<file path="config.mk">
export PLATFORM = sky130hd
export DESIGN_NAME = decode_stage_pipe
export DESIGN_NICKNAME = d
export VERILOG_FILES = /design/src/rtl/decode_stage_pipe.sv
export SDC_FILE = /design/constraint.sdc
export NUM_CORES = 1
export LEC_CHECK = 0
export ABC_AREA = 1
export CAP_MARGIN = 20
export CORE_ASPECT_RATIO = 1.75
export CORE_MARGIN = 5
export CORE_UTILIZATION = 44
export CTS_BUF_LIST = sky130_fd_sc_hd__clkbuf_4 sky130_fd_sc_hd__clkbuf_8 sky130_fd_sc_hd__clkbuf_16
export DETAILED_ROUTE_END_ITERATION = 7
export PLACE_DENSITY = 0.77
export SLEW_MARGIN = 20
export SYNTH_ARGS = -nofsm -noshare
export SYNTH_HDL_FRONTEND = slang
export SYNTH_SLANG_ARGS = --single-unit
</file>
<file path="constraint.sdc">
create_clock -name Clk -period 2.2 [get_ports Clk]
set_clock_uncertainty 0.2 [all_clocks]
set_input_delay 0.55 -clock Clk [delete_from_list [all_inputs] [get_ports Clk]]
set_output_delay 0.55 -clock Clk [all_outputs]
set_load 0.02 [all_outputs]
</file>
<file path="src/rtl/decode_stage_pipe.sv">
// decode_stage_pipe: registered MIPS ID stage with ID/EX register, load-use and HI/LO hazard stalls.
// Bubbles, flush and downstream hold are resolved on each edge: hold > flush > stall > accept.
module decode_stage_pipe #(
    parameter int ALUOP_W     = 6,
    parameter int MUL_LATENCY = 3,
    parameter int CNT_W       = 4
) (
    input  logic               Clk,
    input  logic               Rst_n,
    input  logic [31:0]        id_instr,
    input  logic               id_valid,
    output logic               id_ready,
    input  logic               flush,
    input  logic               ex_hold,
    output logic               ex_valid,
    output logic               ex_regwrite,
    output logic               ex_memread,
    output logic               ex_memwrite,
    output logic               ex_memtoreg,
    output logic               ex_alusrc,
    output logic               ex_branch,
    output logic               ex_jump,
    output logic               ex_jumplink,
    output logic               ex_jr,
    output logic [ALUOP_W-1:0] ex_aluop,
    output logic [1:0]         ex_load,
    output logic [1:0]         ex_store,
    output logic [4:0]         ex_dest,
    output logic [4:0]         ex_rs,
    output logic [4:0]         ex_rt,
    output logic               ex_illegal
);
    typedef struct packed {
        logic               valid;
        logic               regwrite;
        logic               memread;
        logic               memwrite;
        logic               memtoreg;
        logic               alusrc;
        logic               branch;
        logic               jump;
        logic               jumplink;
        logic               jr;
        logic [ALUOP_W-1:0] aluop;
        logic [1:0]         load;
        logic [1:0]         store;
        logic [4:0]         dest;
        logic [4:0]         rs;
        logic [4:0]         rt;
        logic               illegal;
    } ctrl_t;

    localparam ctrl_t BUBBLE = ctrl_t'({10'b0, {ALUOP_W{1'b0}}, 4'b1111, 16'b0});

    localparam logic [ALUOP_W-1:0] A_ADD   = ALUOP_W'(0);
    localparam logic [ALUOP_W-1:0] A_SUB   = ALUOP_W'(1);
    localparam logic [ALUOP_W-1:0] A_AND   = ALUOP_W'(2);
    localparam logic [ALUOP_W-1:0] A_OR    = ALUOP_W'(3);
    localparam logic [ALUOP_W-1:0] A_XOR   = ALUOP_W'(4);
    localparam logic [ALUOP_W-1:0] A_NOR   = ALUOP_W'(5);
    localparam logic [ALUOP_W-1:0] A_SLT   = ALUOP_W'(6);
    localparam logic [ALUOP_W-1:0] A_SLTU  = ALUOP_W'(7);
    localparam logic [ALUOP_W-1:0] A_SLL   = ALUOP_W'(8);
    localparam logic [ALUOP_W-1:0] A_SRL   = ALUOP_W'(9);
    localparam logic [ALUOP_W-1:0] A_SRA   = ALUOP_W'(10);
    localparam logic [ALUOP_W-1:0] A_SLLV  = ALUOP_W'(11);
    localparam logic [ALUOP_W-1:0] A_SRLV  = ALUOP_W'(12);
    localparam logic [ALUOP_W-1:0] A_SRAV  = ALUOP_W'(13);
    localparam logic [ALUOP_W-1:0] A_LUI   = ALUOP_W'(14);
    localparam logic [ALUOP_W-1:0] A_ADDU  = ALUOP_W'(15);
    localparam logic [ALUOP_W-1:0] A_SUBU  = ALUOP_W'(16);
    localparam logic [ALUOP_W-1:0] A_MULT  = ALUOP_W'(17);
    localparam logic [ALUOP_W-1:0] A_MULTU = ALUOP_W'(18);
    localparam logic [ALUOP_W-1:0] A_MFHI  = ALUOP_W'(19);
    localparam logic [ALUOP_W-1:0] A_MFLO  = ALUOP_W'(20);
    localparam logic [ALUOP_W-1:0] A_MTHI  = ALUOP_W'(21);
    localparam logic [ALUOP_W-1:0] A_MTLO  = ALUOP_W'(22);
    localparam logic [ALUOP_W-1:0] A_MADD  = ALUOP_W'(23);
    localparam logic [ALUOP_W-1:0] A_MSUB  = ALUOP_W'(24);
    localparam logic [ALUOP_W-1:0] A_MUL   = ALUOP_W'(25);

    localparam logic [5:0] OP_SPECIAL  = 6'h00;
    localparam logic [5:0] OP_SPECIAL2 = 6'h1C;
    localparam logic [5:0] OP_JAL      = 6'h03;

    logic [5:0] op, fn;
    logic [4:0] rs, rt, rd;
    logic       unused_shamt;
    ctrl_t      dec, ex_q, ex_d;
    logic [CNT_W-1:0] busy_q, busy_d;
    logic       uses_rt, hilo_op, mul_op, r_alu, i_alu;
    logic       load_use, hilo_use, stall, accept;

    assign op           = id_instr[31:26];
    assign fn           = id_instr[5:0];
    assign rs           = id_instr[25:21];
    assign rt           = id_instr[20:16];
    assign rd           = id_instr[15:11];
    assign unused_shamt = ^id_instr[10:6];

    always_comb begin
        dec       = BUBBLE;
        dec.valid = 1'b1;
        dec.rs    = rs;
        dec.rt    = rt;
        dec.dest  = (op == OP_SPECIAL || op == OP_SPECIAL2) ? rd : (op == OP_JAL) ? 5'd31 : rt;
        dec.aluop = A_ADD;
        uses_rt   = 1'b0;
        hilo_op   = 1'b0;
        mul_op    = 1'b0;
        r_alu     = 1'b0;
        i_alu     = 1'b0;
        if (op == OP_SPECIAL) begin
            case (fn)
                6'h00: begin dec.aluop = A_SLL;  r_alu = 1'b1; end
                6'h02: begin dec.aluop = A_SRL;  r_alu = 1'b1; end
                6'h03: begin dec.aluop = A_SRA;  r_alu = 1'b1; end
                6'h04: begin dec.aluop = A_SLLV; r_alu = 1'b1; end
                6'h06: begin dec.aluop = A_SRLV; r_alu = 1'b1; end
                6'h07: begin dec.aluop = A_SRAV; r_alu = 1'b1; end
                6'h08: dec.jr = 1'b1;
                6'h10: begin dec.aluop = A_MFHI; dec.regwrite = 1'b1; hilo_op = 1'b1; end
                6'h11: begin dec.aluop = A_MTHI; hilo_op = 1'b1; end
                6'h12: begin dec.aluop = A_MFLO; dec.regwrite = 1'b1; hilo_op = 1'b1; end
                6'h13: begin dec.aluop = A_MTLO; hilo_op = 1'b1; end
                6'h18: begin dec.aluop = A_MULT;  uses_rt = 1'b1; hilo_op = 1'b1; mul_op = 1'b1; end
                6'h19: begin dec.aluop = A_MULTU; uses_rt = 1'b1; hilo_op = 1'b1; mul_op = 1'b1; end
                6'h20: begin dec.aluop = A_ADD;  r_alu = 1'b1; end
                6'h21: begin dec.aluop = A_ADDU; r_alu = 1'b1; end
                6'h22: begin dec.aluop = A_SUB;  r_alu = 1'b1; end
                6'h23: begin dec.aluop = A_SUBU; r_alu = 1'b1; end
                6'h24: begin dec.aluop = A_AND;  r_alu = 1'b1; end
                6'h25: begin dec.aluop = A_OR;   r_alu = 1'b1; end
                6'h26: begin dec.aluop = A_XOR;  r_alu = 1'b1; end
                6'h27: begin dec.aluop = A_NOR;  r_alu = 1'b1; end
                6'h2A: begin dec.aluop = A_SLT;  r_alu = 1'b1; end
                6'h2B: begin dec.aluop = A_SLTU; r_alu = 1'b1; end
                default: dec.illegal = 1'b1;
            endcase
        end else if (op == OP_SPECIAL2) begin
            case (fn)
                6'h00: begin dec.aluop = A_MADD; uses_rt = 1'b1; hilo_op = 1'b1; mul_op = 1'b1; end
                6'h04: begin dec.aluop = A_MSUB; uses_rt = 1'b1; hilo_op = 1'b1; mul_op = 1'b1; end
                6'h02: begin dec.aluop = A_MUL;  uses_rt = 1'b1; hilo_op = 1'b1; dec.regwrite = 1'b1; end
                default: dec.illegal = 1'b1;
            endcase
        end else begin
            case (op)
                6'h02: dec.jump = 1'b1;
                6'h03: begin dec.jump = 1'b1; dec.jumplink = 1'b1; dec.regwrite = 1'b1; end
                6'h04, 6'h05: begin dec.branch = 1'b1; dec.aluop = A_SUB; uses_rt = 1'b1; end
                6'h08: begin dec.aluop = A_ADD;  i_alu = 1'b1; end
                6'h09: begin dec.aluop = A_ADDU; i_alu = 1'b1; end
                6'h0A: begin dec.aluop = A_SLT;  i_alu = 1'b1; end
                6'h0B: begin dec.aluop = A_SLTU; i_alu = 1'b1; end
                6'h0C: begin dec.aluop = A_AND;  i_alu = 1'b1; end
                6'h0D: begin dec.aluop = A_OR;   i_alu = 1'b1; end
                6'h0E: begin dec.aluop = A_XOR;  i_alu = 1'b1; end
                6'h0F: begin dec.aluop = A_LUI;  i_alu = 1'b1; end
                6'h20, 6'h21, 6'h23: begin
                    dec.regwrite = 1'b1;
                    dec.memread  = 1'b1;
                    dec.memtoreg = 1'b1;
                    dec.alusrc   = 1'b1;
                    dec.load     = (op == 6'h23) ? 2'b00 : (op == 6'h21) ? 2'b01 : 2'b10;
                end
                6'h28, 6'h29, 6'h2B: begin
                    dec.memwrite = 1'b1;
                    dec.alusrc   = 1'b1;
                    uses_rt      = 1'b1;
                    dec.store    = (op == 6'h2B) ? 2'b00 : (op == 6'h29) ? 2'b01 : 2'b10;
                end
                default: dec.illegal = 1'b1;
            endcase
        end
        if (r_alu) begin
            dec.regwrite = 1'b1;
            uses_rt      = 1'b1;
        end
        if (i_alu) begin
            dec.regwrite = 1'b1;
            dec.alusrc   = 1'b1;
        end
    end

    // $0 as a load destination never creates a dependency
    assign load_use = ex_q.valid & ex_q.memread & (ex_q.dest != 5'd0) &
                      ((ex_q.dest == rs) | (uses_rt & (ex_q.dest == rt)));
    assign hilo_use = (busy_q != '0) & hilo_op;
    assign stall    = (id_valid & (load_use | hilo_use)) | ex_hold;
    assign id_ready = ~stall;
    assign accept   = id_valid & ~stall & ~flush & ~ex_hold;

    assign ex_d   = ex_hold ? ex_q : accept ? dec : BUBBLE;
    assign busy_d = (accept & mul_op) ? CNT_W'(MUL_LATENCY) : (busy_q != '0) ? busy_q - 1'b1 : busy_q;

    always_ff @(posedge Clk or negedge Rst_n) begin
        if (!Rst_n) begin
            ex_q   <= BUBBLE;
            busy_q <= '0;
        end else begin
            ex_q   <= ex_d;
            busy_q <= busy_d;
        end
    end

    assign ex_valid    = ex_q.valid;
    assign ex_regwrite = ex_q.regwrite;
    assign ex_memread  = ex_q.memread;
    assign ex_memwrite = ex_q.memwrite;
    assign ex_memtoreg = ex_q.memtoreg;
    assign ex_alusrc   = ex_q.alusrc;
    assign ex_branch   = ex_q.branch;
    assign ex_jump     = ex_q.jump;
    assign ex_jumplink = ex_q.jumplink;
    assign ex_jr       = ex_q.jr;
    assign ex_aluop    = ex_q.aluop;
    assign ex_load     = ex_q.load;
    assign ex_store    = ex_q.store;
    assign ex_dest     = ex_q.dest;
    assign ex_rs       = ex_q.rs;
    assign ex_rt       = ex_q.rt;
    assign ex_illegal  = ex_q.illegal;
endmodule

</file>
==> results of run 1 <==
-- power by group through the flow --
stage | Sequential [mW] | Clock [mW] | Combinational, mW
6_report | 0.806 | 0.610 | 0.779
5_1_grt | 0.811 | 0.652 | 0.840
4_1_cts | 0.803 | 0.594 | 0.733
3_5_place_dp | 0.815 | 0 | 0.670
3_3_place_gp | 0.810 | 0 | 0.651
2_1_floorplan | 0.843 | 0 | 0.292
-- worst paths after layout --
path / start / endpoint / slack [ns]
max: id_instr[16] / id_ready / -0.61
min: Rst_n / ex_aluop[0] / 0.09
max reg2reg: ex_dest[0] / ex_alusrc / -0.38
min reg2reg: ex_aluop[4] / ex_aluop[4] / 0.29
max in group asynchronous: Rst_n / ex_load[0] / 1.34
min in group Clk: ex_aluop[4] / ex_aluop[4] / 0.29
-- metal layers --
metal  global-route usage, %  wire, um
met2                   56.41      6324
met4                   23.24       893
met3                   4.705       775
met1                   26.11      3709
met5                       0         0
-- cells in the mapped netlist (all sizes together) --
| cell type | instances | area share (%) |
|---|---|---|
| dfstp | 4 | 4.0 |
| or2 | 6 | 1.5 |
| o41ai | 3 | 1.0 |
| a311oi | 1 | 0.33 |
| dfrtp | 34 | 32 |
| clkbuf | 4 | 0.62 |
| nand4 | 12 | 2.8 |
| conb | 1 | 0.14 |
| inv | 46 | 6.5 |
| o211ai | 2 | 0.76 |
| a211oi | 2 | 0.57 |
| nor4 | 3 | 0.71 |
| xor2 | 5 | 1.7 |
| o22ai | 1 | 0.24 |
| ha | 2 | 0.95 |
| nand3 | 30 | 6.5 |
| nand2 | 100 | 15 |
| o31ai | 2 | 0.57 |
| bufbuf | 1 | 1.2 |
| xnor2 | 4 | 1.3 |
| buf | 5 | 2.2 |
| clkinv | 3 | 0.47 |
| a31oi | 1 | 0.24 |
| o21ai | 38 | 8.6 |
| nor4b | 1 | 0.33 |
| a21oi | 6 | 1.1 |
| nor3 | 5 | 0.95 |
| nor2 | 38 | 6.8 |
| o21a | 1 | 0.28 |
-- cell type report --
| cell class | instances | share of cell area, % |
|---|---|---|
| inverter | 49 | 4.005 |
| sequential | 38 | 19.61 |
| tap | 78 | 2.003 |
| timing repair buffer | 217 | 38.43 |
| clock buffer | 5 | 1.412 |
| clock inverter | 3 | 0.8216 |
| multi-input combinational | 264 | 33.71 |
-- repair_timing --
item | CTS | global route
cloned | 1 | 0
buffers inserted | 47 | 6
hold buffers | 0 | 0
pin swaps | 32 | 9
hold endpoints to repair | 0 | 0
resized for setup | 148 | 25
setup endpoints to repair | 39 | 43
-- sequential cells by signal, indices dropped and copies added (netlist names), 2 cells and up --
name / count
ex_rt: 5
ex_rs: 5
ex_store: 2
busy_q: 4
ex_dest: 5
ex_load: 2
ex_aluop: 5
-- cell families (layout without fill, tap and decap cells) --
| logic type | Yosys count | after routing |
|---|---|---|
| adder cells (fa/ha/maj) | 2 | 2 |
| AND/OR/NAND/NOR | 195 | 195 |
| buffers and inverters | 59 | 274 |
| other | 1 | 1 |
| flip-flops | 38 | 38 |
| AO/OA/AOI/OAI | 57 | 57 |
| XOR/XNOR | 9 | 9 |
-- cell usage in the layout (no fill, tap or decap), types with 6 or more instances in the layout --
| cell type | instances |
|---|---|
| buf_2 | 8 |
| buf_4 | 134 |
| buf_6 | 18 |
| clkdlybuf4s50_1 | 37 |
| dfrtp_1 | 34 |
| dlygate4sd2_1 | 7 |
| dlymetal6s2s_1 | 6 |
| inv_1 | 34 |
| inv_2 | 10 |
| nand2_1 | 84 |
| nand2_2 | 13 |
| nand3_1 | 20 |
| nand3_2 | 8 |
| nand4_1 | 12 |
| nor2_1 | 19 |
| nor2_2 | 8 |
| nor2_4 | 11 |
| o21ai_0 | 12 |
| o21ai_1 | 11 |
| o21ai_2 | 15 |
-- worst max-delay path: stages --
cell and delay (ns):
dlygate4sd2_1 0.23, inv_1 0.08, nand2_1 0.07, nand4_1 0.11
nor4_2 0.33, buf_4 0.19, nand2_1 0.06, nand2_1 0.08
nand2_1 0.06, nand2_2 0.10, a21oi_4 0.06, buf_6 0.14
-- metrics by stage --
stage,utilization [%],hold slack (ns),power (mW)
2_1_floorplan,-,0.05441,1.135
3_3_place_gp,70.06,0.2550,1.461
3_5_place_dp,70.06,0.2724,1.485
4_1_cts,81.04,0.1063,2.130
5_1_grt,82.89,0.1130,2.304
6_report,82.89,0.08779,2.195
==> flow_summary.ini, run 1 <==
[outcome]
outcome = finished, violations left
failed_checks = setup timing

[final_layout]
seqCellArea_um2 = 955.9
finalNetCount = 614
nFillCells = 293
multi_input_area_um2 = 1643
diodes = 0
areaGrowthSynthToFinish_pct = 84.86
fin_area_um2 = 4873
drive_above_1_share_pct = 46.35
instances_no_fill = 654

[synth]
yosys_warnings = 0
synth_nets = 400
seq_area_frac_synth_pct = 36.26
synth_cells = 361
synth_top_family_by_area = simple AND/OR/NAND/NOR gates
synth_compound_area_share_pct = 13.76
yosys.area_share.adder_pct = 0.9492
synthMuxAreaShare_pct = 0
synthSimpleGateAreaFrac_pct = 34.84
ys_ff_latch = 38
netlist-cell-type-count = 44
synthXorXnorAreaFrac_pct = 2.990
synth.cell_area_um2 = 2636
avgSynthCellArea_um2 = 7.303

[pwr]
p_leak_nw = 2.536
power.share.combinational_pct = 35.5
swShare_pct = 32.67
p_sw_mw = 0.7170
pwr-share-clk_pct = 27.8
power.density_nw_per_um2 = 450.4
p_seq_share_pct = 36.7
internal_power_mw = 1.478
vdd_drop_max_uv = 267.6

[clock_network]
cts.path.max_buffers = 2
clkLatencyLatePin_ns = 0.31
root_buffer = clkbuf_8
clkSinkCount = 38
htreeDepth = 2
clkTransAtPathRegs_ns = 0.08
numCtsBuffers = 5
cts_tree = built

[worst_setup_path]
worstPathRequired_ns = 1.45
start_kind = input port
path_class = in -> out
worst_r2r_path_depth = 17
end_kind = primary output
critPathMaxFanout = 2
critPathArrivalTime_ns = 2.06

[flow_run]
maxCapViolations = 0

[detailed_routing]
dr.first_iter.drc_count = 303
route.detailed.drc = 0
vias = 3638
drt_wl_total_mm = 11.70
via_per_inst = 5.563
wire_per_inst_um = 17.89
ant_nets = 0
drt_pass1_iterations = 5

[worst_hold_path]
hp-class = in -> async

[timing]
worst_slack_ns = -0.6150
worst_pin_slew_ns = 0.5022
setup_viol = 37
maxSlewHeadroom_pct = 66.52
post-route-min-period_ns = 2.815
fmax_ghz = 0.3552
slew_violations = 0
fin_tns_setup_ns = -11.90
rsz0062_at_grt = yes
hold_violations = 0
timing.final.crit_share_pct = 128.0

[placed_design]
place_inst = 596
placed_cell_area_um2 = 4119
gp_congestion = 0.9573
place_ws_ns = -1.441
dp_hpwl_mm = 7.104
port_buffers = 67

[floorplanning]
coreArea_um2 = 5879
fp.dieArea_um2 = 7700
start_util_pct = 44.84
io_pins = 74
num_rows = 37
die_h_um = 112.4
die_w_um = 68.51

[global_route]
antenna_found_initial = 0
grt_max_degree = 39
grt_overflow = 0
first_global_vias = 3738
grt_pass1_wl_mm = 17.28
grt_use_total_pct = 30.16
Power figures use the tool's default switching activity.
==> run 2: changes to the inputs <==
- CAP_MARGIN: 20 -> 15
- SKIP_CTS_REPAIR_TIMING: default -> 1
==> flow_summary.ini, run 2 (same netlist as run 1, synthesis figures left out) <==
[floorplanning]
die_h_um = 112.4
coreArea_um2 = 5879
num_rows = 37
start_util_pct = 44.84
die_w_um = 68.51
fp.dieArea_um2 = 7700
io_pins = 74

[detailed_routing]
dr.first_iter.drc_count = 174
via_per_inst = 5.265
vias = 3254
drt_wl_total_mm = 10.19
drt_pass1_iterations = 4
route.detailed.drc = 0
ant_nets = 0
wire_per_inst_um = 16.49

[placed_design]
gp_congestion = 0.9573
port_buffers = 67
dp_hpwl_mm = 7.104
place_ws_ns = -1.441
place_inst = 596

[flow_run]
maxCapViolations = 0

[outcome]
failed_checks = setup timing
outcome = finished, violations left

[worst_setup_path]
end_kind = primary output
critPathMaxFanout = 2
crit_buf_inv = 3
path_class = in -> out
r2r_slack_ns = -0.54
slowest_delay_ns = 0.42
worst_r2r_endpoint = ex_rt[3]
crit_family = buffers and inverters
cp.depth = 10
critPathArrivalTime_ns = 2.06
crit_start = id_instr[21]
reg2reg_from = ex_dest[2]
endpoint = id_ready
cp_slowest_cell = clkdlybuf4s50_1
start_kind = input port
crit_chain = clkdlybuf4s50_1 -> inv_1 -> o22ai_2 -> a211oi_1 -> nand4_1 -> nand2_1 -> nand2_1 -> nand2_2 -> a21oi_4 -> buf_6
worstPathRequired_ns = 1.45
worst_r2r_path_depth = 17
crit_top_cell = nand2_1

[timing]
setup_viol = 35
post-route-min-period_ns = 2.809
hold_violations = 0
timing.final.crit_share_pct = 127.7
slew_violations = 0
rsz0062_at_grt = yes
fmax_ghz = 0.3560
worst_slack_ns = -0.6087

[clock_network]
cts.path.max_buffers = 2
numCtsBuffers = 5
clkLatencyLatePin_ns = 0.30
root_buffer = clkbuf_8
cts_tree = built
htreeDepth = 2
clkTransAtPathRegs_ns = 0.08
clkSinkCount = 38

[final_layout]
diodes = 0
fin_util_pct = 77.38
nFillCells = 357
multi_input_area_um2 = 1565
seqCellArea_um2 = 955.9
areaGrowthSynthToFinish_pct = 72.57
finalNetCount = 578
drive_above_1_share_pct = 39.81
most-common-layout-cells = buf_4, nand2_1, clkdlybuf4s50_1
instances_no_fill = 618
final_common_cell = buf_4

[pwr]
p_leak_nw = 2.436
power.density_nw_per_um2 = 473.0
vdd_drop_max_uv = 274.6

[global_route]
grt_use_total_pct = 23.84
grt_max_degree = 39
first_global_vias = 3168
antenna_found_initial = 0
grt_overflow = 0
grt_pass1_wl_mm = 13.97

[worst_hold_path]
hp-class = in -> async
## run 2: changes by cell type in the layout (fill, tap and decap cells not counted), moves of 5 or more
| cell | before | now |
|---|---|---|
| buf_4 | 134 | 102 |
| dlymetal6s2s_1 | 6 | 16 |
| buf_2 | 8 | 1 |
| dlygate4sd2_1 | 7 | 0 |
| inv_1 | 34 | 39 |
| inv_2 | 10 | 5 |
## run 2: worst min-delay path by stage
| stage | to | startpoint |
|---|---|---|
| final | ex_rt[1] | Rst_n |
| after global routing | ex_rt[1] | Rst_n |
| after CTS | ex_jump | Rst_n |
| after detailed placement | ex_rs[2] | ex_rs[2] |
| after global placement | ex_store[0] | ex_store[0] |
| after floorplan | busy_q[0] | Rst_n |
## run 2: final cells by class
cell class	count	share of cell area, %
Clock inverter	3	0.8801
Inverter	49	4.290
Clock buffer	5	1.513
Tap cell	78	2.145
Timing Repair Buffer	181	35.75
Multi-Input combinational cell	264	34.41
Sequential cell	38	21.01
## run 2: routing by layer
layer  up-vias  part of all wire, %  routed length [um]  GRT usage (%)
li1       1545                    -                   -              -
met1      1533                   33                3319          21.53
met2       129                   56                5693          46.71
met3        47                  5.1                 522          2.703
met4         0                  6.4                 653          13.41
met5         -                    0                   0              0
## run 2: power breakdown
part	internal [mW]	total, mW	switching (mW)	leakage, nW
registers	0.764	0.805	0.0402	0.499
clock network	0.334	0.590	0.256	0.0579
logic	0.356	0.757	0.401	1.88
## run 2: worst reg2reg max path, cell delays in order (launching register included)
cell	delay [ns]
dfrtp_1	0.41
buf_4	0.16
nor4_1	0.31
nand2_1	0.12
nand3_1	0.10
inv_1	0.05
nand2_1	0.06
nand2_2	0.09
buf_6	0.13
buf_6	0.10
buf_6	0.10
buf_6	0.10
buf_6	0.11
nand2_4	0.07
nand3_4	0.15
buf_6	0.19
buf_4	0.13
o21ai_2	0.09
## run 2: stage by stage
| stage | TNS (ns) | power [mW] | area [um^2] | hold slack (ns) |
|---|---|---|---|---|
| after floorplan | -0.6247 | 1.135 | 2699 | 0.05441 |
| after global placement | -27.71 | 1.461 | 4119 | 0.2550 |
| after detailed placement | -29.54 | 1.485 | 4119 | 0.2724 |
| after CTS | -18.48 | 2.074 | 4228 | 0.1063 |
| after global routing | -21.16 | 2.249 | 4549 | 0.1263 |
| final | -17.09 | 2.152 | 4549 | 0.09625 |
==> run 3: changes to the inputs <==
--- a/constraint.sdc
+++ b/constraint.sdc
@@ -4,2 +4,2 @@
 set_output_delay 0.55 -clock Clk [all_outputs]
-set_load 0.02 [all_outputs]
+set_load 0.005 [all_outputs]
==> flow_summary.ini, run 3 (same netlist as run 1, synthesis figures left out) <==
[outcome]
outcome = finished, violations left
failed_checks = setup timing

[worst_setup_path]
end_kind = primary output
critPathArrivalTime_ns = 1.90
worstPathRequired_ns = 1.45
critPathMaxFanout = 5
worst_r2r_path_depth = 14
reg2reg_from = ex_dest[1]
worst_r2r_endpoint = ex_jr
path_class = in -> out
start_kind = input port
r2r_slack_ns = 0.01

[clock_network]
htreeDepth = 2
clkTransAtPathRegs_ns = 0.07
clkLatencyLatePin_ns = 0.29
clkSinkCount = 38
numCtsBuffers = 5
root_buffer = clkbuf_8
cts_tree = built
cts.path.max_buffers = 2

[timing]
hold_violations = 0
post-route-min-period_ns = 2.647
timing.final.crit_share_pct = 120.3
setup_viol = 13
fin_tns_setup_ns = -0.6035
rsz0062_at_grt = yes
worst_slack_ns = -0.4472
fmax_ghz = 0.3778
slew_violations = 0
fin_hold_ws_ns = 0.08990

[detailed_routing]
ant_nets = 0
via_per_inst = 5.092
drt_pass1_iterations = 4
wire_per_inst_um = 14.75
route.detailed.drc = 0
vias = 3116
drt_wl_total_mm = 9.029
dr.first_iter.drc_count = 237

[final_layout]
most-common-layout-cells = buf_4, nand2_1, clkdlybuf4s50_1
final_common_cell = buf_4
areaGrowthSynthToFinish_pct = 67.58
seqCellArea_um2 = 955.9
nFillCells = 452
finalNetCount = 572
fin_area_um2 = 4418
multi_input_area_um2 = 1565
drive_above_1_share_pct = 38.58
diodes = 0

[floorplanning]
die_h_um = 112.4
coreArea_um2 = 5879
io_pins = 74
start_util_pct = 44.84
fp.dieArea_um2 = 7700
num_rows = 37
die_w_um = 68.51

[worst_hold_path]
hp-class = in -> async

[pwr]
vdd_drop_max_uv = 228.8
p_leak_nw = 2.316
power.density_nw_per_um2 = 454.0
design_power_total_mw = 2.006

[global_route]
grt_pass1_wl_mm = 13.84
grt_overflow = 0
first_global_vias = 3069
antenna_found_initial = 0
grt_max_degree = 39
grt_use_total_pct = 23.68

[placed_design]
place_ws_ns = -1.300
placed_cell_area_um2 = 4120
dp_hpwl_mm = 7.199
gp_congestion = 0.9018
port_buffers = 67

[flow_run]
maxCapViolations = 0
## run 3: power by group
group	switching [mW]	internal [mW]	total, mW
registers	0.0371	0.765	0.802
clock network	0.239	0.265	0.504
logic	0.334	0.366	0.700
total	0.611	1.40	2.01
## run 3: worst max-delay path, cell delays in order
cell and delay (ns):
clkbuf_4 0.14, nor2_4 0.19, inv_2 0.06, nor2_4 0.12, o21ai_1 0.08, nand2_2 0.10, nor2_2 0.03, nand2_1 0.05
nand2_1 0.07, nand2_1 0.06, nand2_1 0.05, nand2_1 0.07, nand2_2 0.05, nand2_2 0.07, a21oi_2 0.06, buf_2 0.13
## run 3: worst max-delay path by stage
stage	start	slack (ns)	to
floorplan	id_instr[3]	-0.08	id_ready
global placement	id_instr[1]	-1.29	id_ready
detailed placement	id_instr[0]	-1.30	id_ready
CTS	id_instr[0]	-1.32	id_ready
global route	id_instr[2]	-0.54	id_ready
finish	id_instr[0]	-0.45	id_ready
## run 3: area by class of cell
cell class                 count  area share (%)
multi-input combinational    264           35.43
timing repair buffer         175           34.38
sequential                    38           21.64
inverter                      49           4.191
tap                           78           2.209
clock buffer                   7           2.039
clock inverter                 1          0.1133
## run 3: routing by layer
layer,wire length (um),vias up,share of wire [%],GRT usage [%]
met3,372,25,4.1,2.703
met1,3158,1465,35,23.94
met4,386,0,4.3,12.75
met5,0,-,0,0
li1,-,1519,-,-
met2,5111,107,57,44.10
## run 3: stage by stage
stage          instances  utilization [%]
2_1_floorplan        361                -
3_3_place_gp         597            70.08
3_5_place_dp         597            70.08
4_1_cts              605            71.70
5_1_grt              612            75.14
6_report             612            75.14
